[config.mk]
export PLATFORM = sky130hd
export DESIGN_NAME = comb_core_vector_sequencer
export DESIGN_NICKNAME = d
export VERILOG_FILES = /design/src/rtl/comb_core_vector_sequencer.sv
export SDC_FILE = /design/constraint.sdc
export NUM_CORES = 1
export LEC_CHECK = 0
export ABC_AREA = 1
export BUFFER_PORTS_ARGS = -buffer_cell sky130_fd_sc_hd__buf_2
export CAP_MARGIN = 20
export CORE_ASPECT_RATIO = 0.75
export CORE_MARGIN = 5
export CORE_UTILIZATION = 50
export CTS_BUF_LIST = sky130_fd_sc_hd__clkbuf_4
export CTS_CLUSTER_SIZE = 28
export DETAILED_ROUTE_END_ITERATION = 10
export PLACE_DENSITY = 0.87
export SYNTH_ARGS = -nofsm -noshare
export SYNTH_HDL_FRONTEND = slang
export SYNTH_SLANG_ARGS = --single-unit
[constraint.sdc]
create_clock -name clk_i -period 1.4 [get_ports clk_i]
set_input_delay 0 -clock clk_i [delete_from_list [all_inputs] [get_ports clk_i]]
set_output_delay 0 -clock clk_i [all_outputs]
set_load 0.01 [all_outputs]
[src/rtl/comb_core_vector_sequencer.sv]
// Sequencer that drives the 12-bit stimulus vector of the mapped combinational
// core, waits a programmable settle time, captures the 8-bit response and
// offers it on a valid/ready port. Each response is also folded into an 8-bit
// MISR. Vectors come from an internal 12-bit LFSR or from an external
// valid/ready stream.
//
// core_in_o  bit order (11..0): {n80,n78,n75,n72,n67,n57,n51,n35,n34,n22,n4,n2}
// core_out_i bit order (7..0) : {n77,n68,n65,n56,n48,n42,n9,n6}
module comb_core_vector_sequencer #(
    parameter int unsigned SETTLE    = 2,       // legal range 1..15
    parameter logic [11:0] LFSR_SEED = 12'h001
) (
    input  logic        clk_i,
    input  logic        rst_i,
    input  logic        start_i,
    input  logic        mode_i,
    input  logic [15:0] num_vectors_i,
    input  logic        ext_valid_i,
    output logic        ext_ready_o,
    input  logic [11:0] ext_data_i,
    output logic [11:0] core_in_o,
    input  logic [7:0]  core_out_i,
    output logic        resp_valid_o,
    input  logic        resp_ready_i,
    output logic [7:0]  resp_data_o,
    output logic [7:0]  signature_o,
    output logic        busy_o,
    output logic        done_o
);

    // An all-zero LFSR would lock up, so a zero seed falls back to 1.
    localparam logic [11:0] SEED      = (LFSR_SEED == 12'h000) ? 12'h001 : LFSR_SEED;
    localparam logic [3:0]  SETTLE_M1 = 4'(SETTLE - 1);

    typedef enum logic [2:0] {
        S_IDLE,
        S_APPLY,
        S_WAIT,
        S_RESP,
        S_DONE
    } state_t;

    state_t      state_q;
    logic        mode_q;
    logic [15:0] remaining_q;
    logic [3:0]  settle_q;
    logic [11:0] lfsr_q;
    logic [11:0] core_in_q;
    logic [7:0]  resp_data_q;
    logic [7:0]  sig_q;
    logic        resp_valid_q;
    logic        busy_q;
    logic        done_q;

    // Galois step, x^12 + x^6 + x^4 + x + 1
    function automatic logic [11:0] lfsr_step(input logic [11:0] v);
        return {v[10:0], 1'b0} ^ (v[11] ? 12'h053 : 12'h000);
    endfunction

    // MISR step, x^8 + x^4 + x^3 + x^2 + 1, with the response folded in
    function automatic logic [7:0] misr_step(input logic [7:0] s, input logic [7:0] d);
        return {s[6:0], 1'b0} ^ (s[7] ? 8'h1D : 8'h00) ^ d;
    endfunction

    // External vectors are only taken while applying in stream mode
    always_comb begin
        ext_ready_o = (state_q == S_APPLY) && mode_q;
    end

    // Run sequencing FSM with registered status/response outputs
    always_ff @(posedge clk_i) begin
        if (rst_i) begin
            state_q      <= S_IDLE;
            mode_q       <= 1'b0;
            remaining_q  <= '0;
            settle_q     <= '0;
            lfsr_q       <= SEED;
            core_in_q    <= '0;
            resp_data_q  <= '0;
            sig_q        <= '0;
            resp_valid_q <= 1'b0;
            busy_q       <= 1'b0;
            done_q       <= 1'b0;
        end else begin
            done_q <= 1'b0;
            unique case (state_q)
                S_IDLE: begin
                    if (start_i) begin
                        mode_q      <= mode_i;
                        remaining_q <= num_vectors_i;
                        sig_q       <= '0;
                        lfsr_q      <= SEED;
                        busy_q      <= 1'b1;
                        if (num_vectors_i == '0) begin
                            state_q <= S_DONE;
                            done_q  <= 1'b1;
                        end else begin
                            state_q <= S_APPLY;
                        end
                    end
                end
                S_APPLY: begin
                    if (!mode_q) begin
                        core_in_q <= lfsr_q;
                        settle_q  <= SETTLE_M1;
                        state_q   <= S_WAIT;
                    end else if (ext_valid_i) begin
                        core_in_q <= ext_data_i;
                        settle_q  <= SETTLE_M1;
                        state_q   <= S_WAIT;
                    end
                end
                S_WAIT: begin
                    if (settle_q != '0) begin
                        settle_q <= settle_q - 4'd1;
                    end else begin
                        resp_data_q  <= core_out_i;
                        sig_q        <= misr_step(sig_q, core_out_i);
                        if (!mode_q) begin
                            lfsr_q <= lfsr_step(lfsr_q);
                        end
                        if (remaining_q != '0) begin
                            remaining_q <= remaining_q - 16'd1;
                        end
                        resp_valid_q <= 1'b1;
                        state_q      <= S_RESP;
                    end
                end
                S_RESP: begin
                    if (resp_ready_i) begin
                        resp_valid_q <= 1'b0;
                        if (remaining_q != '0) begin
                            state_q <= S_APPLY;
                        end else begin
                            state_q <= S_DONE;
                            done_q  <= 1'b1;
                        end
                    end
                end
                S_DONE: begin
                    busy_q  <= 1'b0;
                    state_q <= S_IDLE;
                end
                default: begin
                    state_q <= S_IDLE;
                end
            endcase
        end
    end

    assign core_in_o    = core_in_q;
    assign resp_data_o  = resp_data_q;
    assign resp_valid_o = resp_valid_q;
    assign signature_o  = sig_q;
    assign busy_o       = busy_q;
    assign done_o       = done_q;

endmodule

Word level (Yosys, flattened, before mapping). Cells that the tools add are included.

Word-level logic and storage cells: 85. Register bits: 67. Bits of input ports: 42. Output and inout bits: 32.

Eq/ne operators: 12. Add/subtract/negate cells: 2. Bitwise operators: 4. Reduce and logical (&&, ||, !) cells: 19. Mux-type cells: 37.

Operators with widths (number): $mux W12 (5); $mux W16 (3); $pmux W16 S2 (1); $pmux W12 S2 (1); $mux W3 (7); $logic_not A16 Y1 (1); $mux W8 (2); $pmux W8 S2 (1); $reduce_bool A16 Y1 (1); $sub A16 B1 Y16 const B (1); $ne A2 B2 Y1 const B (7); $mux W4 (3); $pmux W3 S4 (1); $reduce_and A4 Y1 (3); $xor A12 B7 Y12 (1); $reduce_and A3 Y1 (3); $pmux W4 S2 (1); $reduce_and A2 Y1 (4); $reduce_bool A2 Y1 (4); $xor A8 B5 Y8 (1); $xor A8 B8 Y8 (1); $mux W1 (7); $mux W7 (1); $eq A3 B2 Y1 const B (2); 10 further kinds (12).

Longest topological paths before layout.
Word-level depth: 5. Depth in mapped cells: 12. Gate-level depth less buffers: 11.

Worst setup path after synthesis. No wires, ideal clock.

Path type: flip-flop to flip-flop. Start: reg settle_q[0]. End: reg lfsr_q[0]. Buffers on the path: 1. Arrival: 1.383 ns. Required time: 1.283 ns. Setup time: 0.117 ns. Period minus slack after synthesis: 1.500 ns. Setup slack: -0.100 ns. Cell stages (with the launch flop): 11. Cell sequence: dfxtp_1 -> inv_1 -> ha_1 -> inv_1 -> nor3_2 -> nor2_2 -> nor2_8 -> nand2_4 -> buf_6 -> a21oi_1 -> nand2_1.

Word-level cells in the longest chain between the ends: 3.

Ends and longest elaborated chain: from (decl) (line 46) `logic [3:0] settle_q;`; from (signal assigned) (line 115) `settle_q <= settle_q - 4'd1;`; $reduce_bool A4 Y1 (line 114) `if (settle_q != '0) begin`; $ne A2 B2 Y1 (no line); $reduce_and A4 Y1 (no line); to (signal assigned) (line 120) `lfsr_q <= lfsr_step(lfsr_q);`; to (decl) (line 47) `logic [11:0] lfsr_q;`.

Every way passes these cells. A chain may end at the register's enable or synchronous reset.

Final worst setup path.
Start: reg remaining_q[1]. End: reg remaining_q[1].

Word-level cells in the longest chain between the ends: 4. Elaborated cells on any way between the ends: 7. Classes of those cells: 1 x add/sub; 1 x eq/ne; 3 x mux; 2 x reduce/logical.

Ends and longest elaborated chain: from (decl) (line 45) `logic [15:0] remaining_q;`; from (signal assigned) (line 90) `remaining_q <= num_vectors_i;`; from (signal assigned) (line 123) `remaining_q <= remaining_q - 16'd1;`; $sub A16 B1 Y16 (line 123); $mux W16 (line 122) `if (remaining_q != '0) begin`; $mux W16 (line 114); $pmux W16 S2 (line 86) `unique case (state_q)`.

Parallel ways exist; a longest one is shown, timed or not. The select of a mux whose other input is x is not followed.

==> results_dict.tcl <==
set metrics [dict create \
    status "finished, violations left" \
    violations "negative setup slack" \
    synthMuxAreaShare_pct 0 \
    numCtsBuffers 9 \
    fin_setup_tns_ns -11.32 \
    initial_core_util_pct 51.9 \
    synth_seq_cells 67 \
    synthTopCellsByArea "dfxtp_1 (38%), nand2_1 (15%), nor2_1 (11%), o21ai_0 (7.9%), a21oi_1 (4.9%)" \
    syn2layout_area_growth_pct 53.7 \
    ir_worst_vdd_uv 1030 \
    grt_pass1_wl_mm 20.1 \
    cts.sinks 67 \
    core_area_mm2 0.00686 \
    drive_above_1_share_pct 34.9 \
    synth_compound_area_share_pct 16.4 \
    grt_pass1_vias 4271 \
    cpMostUsedCell "nand2_1" \
    drt_first_iter_violations 804 \
    clockRootBuffer "clkbuf_4" \
    maxSlewViolCount 0 \
    skew_ns 0.0253 \
    slew_headroom_pct 64.4 \
    min_period_ns 1.75 \
    synth_fp_nets 602 \
    min_path_type "in2reg" \
    crit_fanout 13 \
    drv_cap 0 \
    place_congestion 0.906 \
    synth_top_area_share_pct 37.6 \
    p_leak_nw 2.52 \
    grt_use_total_pct 27.4 \
    tritoncts "yes" \
    finalHoldViolCount 0 \
    grt_max_degree 48 \
    worst_slew_pin_slew_ns 0.531 \
    dp_hpwl_mm 7.34 \
    viasPerCell 6.20 \
    worstSetupEndpointType "flip-flop" \
    layout.nets 771 \
    port_buffers 73 \
    multi_input_area_mm2 0.00233 \
    clkLatencyLatePin_ns 0.44 \
    crit_type "reg2reg" \
    rrSetupSlack_ns -0.35 \
    synth_top_cell_by_area "dfxtp_1" \
    wire_per_inst_um 19.6 \
    syn_inst 557 \
    finalNonFillerCells 828 \
    p_per_area_mw_per_mm2 2420 \
    async_flop_share_pct 0 \
    utilization_pct 79.8 \
    htreeDepth 3 \
    rsz0062_at_grt "yes" \
    yosysWarnings 0 \
    overflow 0 \
    synth_cell_types 34 \
    synth-edff-count 0 \
    drt_wl_total_mm 16.3 \
    max_stage_delay_ns 0.37 \
    die_x_um 107 \
    yosysSeqAreaShare_pct 37.6 \
    fp.dieH_um 83.1 \
    drc 0 \
    max_freq_mhz 572 \
    synthAdderAreaFrac_pct 1.05 \
    die_area_mm2 0.00894 \
    placementRows 26 \
    diodes 0 \
    crit_family "simple AND/OR/NAND/NOR gates" \
    ant_nets 0 \
    fillers 353 \
    vias 5132 \
    synth_top_family_by_area "simple AND/OR/NAND/NOR gates" \
    yosys_most_used_dff "dfxtp_1" \
    finalSetupViolCount 54 \
    drt_pass1_iterations 6 \
    antenna_found_initial 0 \
    critPathBufInv 2 \
    cp_data_arrival_time_ns 2.11 \
    yosys.area_share.simple_pct 36.4 \
    synthXorXnorAreaFrac_pct 0.737 \
    clock_path_buffers 2 \
    num_io_pins 74 \
    mappedNetlistArea_mm2 0.00356 \
    startpoint_type "flip-flop" \
    finalWorstSetupSlack_ns -0.348 \
    syn-mean-instance-area_um2 6.40 \
    crit_path_top_delay_cell "dfxtp_2" \
    clkTransAtPathRegs_ns 0.14 \
    whs_ns 0.0804 \
    cp.required_ns 1.76 \
    dp_cells 755 \
    seq_area_mm2 0.00135 \
    post-route-period-util_pct 125 \
    crit_chain "inv_2 > ha_4 > nand2_1 > nor2_1 > nand2_1 > nand2_2 > nand2_4 > buf_12 > nand3b_1 > nand2_1 > nor2_1" \
]
-- cell usage after synthesis, drive strengths merged (2+ instances only) --
cell type,count
nand2,145
nor2,113
dfxtp,67
o21ai,58
inv,44
a21oi,36
nand3,32
a31oi,13
clkbuf,12
buf,10
nor3,4
or2,4
ha,3
nand3b,3
nand4,3
xnor2,3
o22ai,2
-- flip-flops by register name (all words and copies together), names as in the netlist --
| signal | cells |
|---|---|
| resp_valid_o | 1 |
| lfsr_q | 12 |
| resp_data_o | 8 |
| core_in_o | 12 |
| busy_o | 1 |
| state_q | 3 |
| signature_o | 8 |
| remaining_q | 16 |
| mode_q | 1 |
| settle_q | 4 |
| done_o | 1 |
-- metal layers --
layer  up-vias  wire (µm)  GRT usage, %
li1       2143          -             -
met1      2270       5760          34.1
met2       525       7070          45.8
met3       194       1950          4.96
met4         0       1480          12.4
met5         -          0             0
-- layout make-up --
| cell class | count | area share, % |
|---|---|---|
| multi-input cells | 425 | 42.6 |
| flip-flops and latches | 67 | 24.7 |
| repair buffers | 178 | 24.6 |
| inverters | 45 | 3.52 |
| well taps | 98 | 2.24 |
| clock buffers | 10 | 1.37 |
| clock inverters | 5 | 1.01 |
-- timing repair --
action                                 4_1_cts  5_1_grt
gates cloned                                 3        1
buffers inserted                             6       10
endpoints found under the hold margin       49        0
hold buffers                                38        0
resized for setup                           41       87
setup endpoints to repair                   52       56
pin swaps                                   11       36
-- power by group --
part	total (mW)	internal [mW]	switching [mW]	leakage (nW)
registers	3.25	2.62	0.635	0.554
logic	8.68	3.42	5.27	1.90
clock network	1.33	0.548	0.779	0.0683
-- cell usage in the layout, fill, tap and decap left out, types with 14 or more instances in the layout --
cell type      Yosys  final
nor2_1           108     92
inv_1             39     32
nand3_1           31     25
nor2_2             3     14
dfxtp_1           67     58
nand2_1          140    129
buf_4              1     49
o21ai_0           56     45
a21oi_1           35     22
dlygate4sd3_1      0     38
buf_2              7     74
-- logic make-up after synthesis --
kind of cell    after synthesis
simple gates                306
compound gates              111
buf+inv                      67
flops                        67
xor+xnor                      3
fa+ha+maj                     3
-- through the flow --
step	power, mW	worst slack (ns)	instance area [µm²]
floorplan	6.86	-0.0203	3590
global placement	8.68	-0.0727	4360
detailed placement	8.93	-0.141	4360
CTS	11.1	-0.158	5080
global route	13.8	-0.532	5480
finish	13.3	-0.348	5480
-- worst register-to-register path: stages, from the launching register on --
cell      delay (ns)
dfxtp_2         0.37
inv_2           0.10
ha_4            0.15
nand2_1         0.09
nor2_1          0.14
nand2_1         0.11
nand2_2         0.09
nand2_4         0.08
buf_12          0.16
nand3b_1        0.08
nand2_1         0.08
nor2_1          0.20
-- path summary, 6_finish.rpt --
check | from | end | depth (start not counted)
worst max-delay path | remaining_q[1] | remaining_q[1] | 11
worst min-delay path | num_vectors_i[2] | remaining_q[2] | 6
worst max register to register | remaining_q[1] | remaining_q[1] | 11
worst min register to register | resp_data_o[0] | resp_data_o[0] | 2
Power figures use the tool's default switching activity.
